<file path="src/rtl/register_file_read.sv">
// register_file_read
// Decode-stage register file: DEPTH word registers, one synchronous write
// port driven by write-back and two combinational read ports (rs, rt).
// Register 0 is hardwired to zero and the stack pointer resets to SP_START.
// With BYPASS=1 a write presented in the same cycle as a read of the same
// register is forwarded straight to the read port, avoiding a stall.

module register_file_read #(
   parameter int          N        = 32,
   parameter int          ADDR     = 5,
   parameter logic [N-1:0] START   = '0,
   parameter int          SP_INDEX = 29,
   parameter logic [31:0] SP_START = 32'h7FFF_EFFC,
   parameter bit          BYPASS   = 1'b1
) (
   input  logic            clk,
   input  logic            reset,
   input  logic            RegWrite,
   input  logic [ADDR-1:0] WriteRegister,
   input  logic [N-1:0]    WriteData,
   input  logic [ADDR-1:0] ReadRegister1,
   input  logic [ADDR-1:0] ReadRegister2,
   output logic [N-1:0]    ReadData1,
   output logic [N-1:0]    ReadData2
);

   localparam int DEPTH = 2 ** ADDR;

   // SP_START is truncated or zero-extended to the word width.
   localparam logic [N-1:0] SP_VAL = N'(SP_START);

   logic [N-1:0]     regs [DEPTH];
   logic [DEPTH-1:0] write_en;
   logic             bypass_ok;

   // Reset value of each register; index 0 takes priority so it is always zero.
   function automatic logic [N-1:0] reset_value(input int idx);
      if (idx == 0) begin
         return '0;
      end else if (idx == SP_INDEX) begin
         return SP_VAL;
      end else begin
         return START;
      end
   endfunction

   // One-hot write decoder; register 0 never gets an enable, so writes to it vanish.
   always_comb begin
      write_en = '0;
      for (int i = 1; i < DEPTH; i++) begin
         if (RegWrite && (WriteRegister == ADDR'(i))) begin
            write_en[i] = 1'b1;
         end
      end
   end

   // Enable-gated register bank; the async reset overrides any pending write.
   always_ff @(posedge clk or posedge reset) begin
      if (reset) begin
         for (int i = 0; i < DEPTH; i++) begin
            regs[i] <= reset_value(i);
         end
      end else begin
         for (int i = 0; i < DEPTH; i++) begin
            if (write_en[i]) begin
               regs[i] <= WriteData;
            end
         end
      end
   end

   // Forwarding is only legal for a real write outside reset.
   always_comb begin
      bypass_ok = BYPASS && RegWrite && !reset && (WriteRegister != '0);
   end

   // rs read port: zero register first, then forwarding, then stored contents.
   always_comb begin
      ReadData1 = regs[ReadRegister1];
      if (ReadRegister1 == '0) begin
         ReadData1 = '0;
      end else if (bypass_ok && (ReadRegister1 == WriteRegister)) begin
         ReadData1 = WriteData;
      end
   end

   // rt read port: same priority as rs, fully independent of it.
   always_comb begin
      ReadData2 = regs[ReadRegister2];
      if (ReadRegister2 == '0) begin
         ReadData2 = '0;
      end else if (bypass_ok && (ReadRegister2 == WriteRegister)) begin
         ReadData2 = WriteData;
      end
   end

endmodule

</file>
<file path="config.mk">
export PLATFORM = sky130hd
export DESIGN_NAME = register_file_read
export DESIGN_NICKNAME = d
export VERILOG_FILES = /design/src/rtl/register_file_read.sv
export SDC_FILE = /design/constraint.sdc
export NUM_CORES = 2
export LEC_CHECK = 0
export CAP_MARGIN = 20
export CORE_ASPECT_RATIO = 1.2
export CORE_UTILIZATION = 43
export DETAILED_ROUTE_END_ITERATION = 10
export SETUP_SLACK_MARGIN = 0.5
export SLEW_MARGIN = 10
export SYNTH_ARGS = -nofsm -noshare
export SYNTH_HDL_FRONTEND = slang
export SYNTH_SLANG_ARGS = --single-unit
</file>
<file path="constraint.sdc">
create_clock -name clk -period 56.7 [get_ports clk]
set_clock_uncertainty 0.2 [all_clocks]
set_input_delay 17.01 -clock clk [delete_from_list [all_inputs] [get_ports clk]]
set_output_delay 17.01 -clock clk [all_outputs]
set_load 0.03 [all_outputs]
</file>
==> metrics.yaml <==
worstMarginPinSlew_ns: 1.10
holdPathEnd: "regs[102]"
arrival_ns: 21.64
p_total_mw: 2.14
synthSimpleGateAreaFrac_pct: 2.00
r2r_slack_ns: 55.69
rsz0062_at_grt: "false"
totalWireLength_um: 172000
syn_inst: 3688
seqCellArea_um2: 24900
cap_violations: 0
ff2ff_path_depth: 1
synth.distinct_cells: 46
holdPathStages: 1
grt_pass1_wl_um: 253000
htree_num_levels: 3
hold_path.startpoint: "regs[102]"
cts_hold_buf: 0
ir_worst_vdd_uv: 21.8
final.min_clock_period_ns: 38.85
cts_resized: 0
synthToLayoutAreaGrowth_pct: 11.8
setup.worst_path.class: "input port to output port"
synth_compound_area_share_pct: 5.93
synthTopCellsByArea: "dfrtp_1 45%, mux2_2 22%, mux4_2 18%"
synthFlopType: "dfrtp_1"
place_congestion: 0.782
drive_above_1_share_pct: 49.7
setup_violations: 0
core_um2: 123000
diodes: 0
synth-xor-area-share_pct: 0.164
yosysMostFrequentCell: "mux2_2"
io_pins: 114
grt_overflow_total: 0
drt_iter0_markers: 2737
slew_headroom_pct: 26.6
clock_latency_ns: 0.70
cts_tree: "yes"
hold_viol: 0
regToRegEndpoint: "regs[620]"
clk_pin_slew_ns: 0.06
required_ns: 39.49
hpwl_um: 92700
fillers: 10800
slew_viol_final: 0
grt_use_total_pct: 27.7
vias: 34400
antenna_found_initial: 1
yosys_warnings: 0
fp-row-count: 141
cts-root-buf: "clkbuf_16"
p_per_area_nw_per_um2: 35.9
yosysSeqAreaShare_pct: 46.5
synth_fa_ha_area_share_pct: 0
clockBufferDepth: 3
ant_nets: 0
hold_slack_ns: 0.313
max_freq_mhz: 25.7
netlist_area_um2: 53400
cp_max_fo: 75
dr.pass1.iters: 5
synthMuxAreaShare_pct: 41.7
worstSetupStartpointType: "input port"
holdCritPathClass: "flip-flop to flip-flop"
start_util_pct: 43.4
synth_nets: 3738
largest_register: "regs"
synth-seq-cells: 992
top_regs: "regs x992"
leakagePower_nw: 25.0
synth_top_area_share_pct: 45.2
outcome: "finished clean"
fin_nets: 3671
fin_crit_sh_pct: 68.5
rr_startpoint: "regs[620]"
viasPerCell: 6.42
drc: 0
yosysTopAreaCell: "dfrtp_1"
synth_top_family_by_area: "multiplexers"
tns_ns: 0
portBuffers: 113
grt_pass1_vias: 35500
synth_commonest_cells: "1,032 x mux2_2, 964 x dfrtp_1, 433 x mux4_2"
largest_reg_flops: 992
die_area_um2: 126000
numCtsBuffers: 105
die_x_um: 324
wire_per_inst_um: 32.1
grt_max_degree: 76
synth-edff-count: 0
end_kind: "output port"
synth_area_per_cell_um2: 14.5
cts_sinks: 992
multi_input_area_um2: 26800
cts_setup_buffers: 0
die_h_um: 388
async_reset_ff_share_pct: 100
-- critical path, stage by stage --
cell and delay, ns:
buf_8 0.56, buf_4 0.85, nor2b_4 0.74, buf_4 0.50
a22oi_1 0.15, o21ai_0 0.22, o21ai_0 0.11, a31oi_1 0.63
clkdlybuf4s50_1 0.81
-- cell type report --
class                   instances  area share [%]
inverters                      33           0.214
multi-input cells            2255            44.9
repair buffers                234            3.58
well taps                    1644            3.44
clock buffers                 153            5.21
clock inverters                45           0.989
flip-flops and latches        992            41.6
-- cells by family after synthesis --
family / after synthesis
AOI/OAI and AO/OA: 464
xor gates and xnor gates: 10
buffers and inverters: 441
DFF: 992
muxes: 1553
and+or+nand+nor: 228
-- per-layer routing --
metal  track usage, %  share of wire, %  vias up
met5                0                 0        -
met1             37.4                41    18800
met4             9.98               3.6        0
li1                 -                 -    14100
met3             2.91               5.1      314
met2             46.2                50     1151
-- how the worst max path moves through the flow --
| stage | start | to | slack (ns) | cells after the start |
|---|---|---|---|---|
| after floorplan | reset | ReadData1[0] | 5.46 | 5 |
| after global placement | ReadRegister2[1] | ReadData2[31] | 17.84 | 9 |
| after detailed placement | ReadRegister2[1] | ReadData2[31] | 17.91 | 9 |
| after CTS | ReadRegister2[1] | ReadData2[31] | 17.92 | 9 |
| after global routing | ReadRegister2[1] | ReadData2[31] | 17.77 | 9 |
| final | ReadRegister2[1] | ReadData2[31] | 17.85 | 9 |
-- where the power goes --
group	switching, mW	internal (mW)
logic	0.187	0.265
clock network	0.301	0.443
registers	0.0977	0.850
total	0.586	1.56
-- per-stage QoR --
| step | utilization [%] | cell area (um2) | std cells | worst slack [ns] |
|---|---|---|---|---|
| after floorplan | - | 53400 | 3688 | 5.46 |
| after global placement | 45.4 | 55900 | 5148 | 17.84 |
| after detailed placement | 45.4 | 55900 | 5149 | 17.91 |
| after CTS | 48.4 | 59600 | 5347 | 17.92 |
| after global routing | 48.5 | 59700 | 5356 | 17.77 |
| final | 48.5 | 59700 | 5356 | 17.85 |
-- placed cells by master (no fill, tap or decap), types with 14 or more instances in the layout --
| master | instances |
|---|---|
| mux2_2 | 1032 |
| dfrtp_1 | 964 |
| mux4_2 | 433 |
| o21ai_0 | 121 |
| a22oi_1 | 116 |
| buf_4 | 115 |
| clkbuf_16 | 109 |
| clkdlybuf4s50_1 | 105 |
| nand2_1 | 73 |
| mux2i_1 | 66 |
| a31oi_1 | 47 |
| a22o_1 | 47 |
| nor2_1 | 45 |
| a221oi_1 | 40 |
| nand3_1 | 34 |
| inv_1 | 31 |
| o22ai_1 | 30 |
| dfstp_2 | 28 |
| clkinv_2 | 26 |
| o22a_1 | 23 |
| mux2_1 | 22 |
| clkbuf_8 | 22 |
| clkbuf_1 | 22 |
| nand2b_1 | 18 |
| a21oi_1 | 17 |
| bufinv_16 | 14 |
Power figures use the tool's default switching activity.
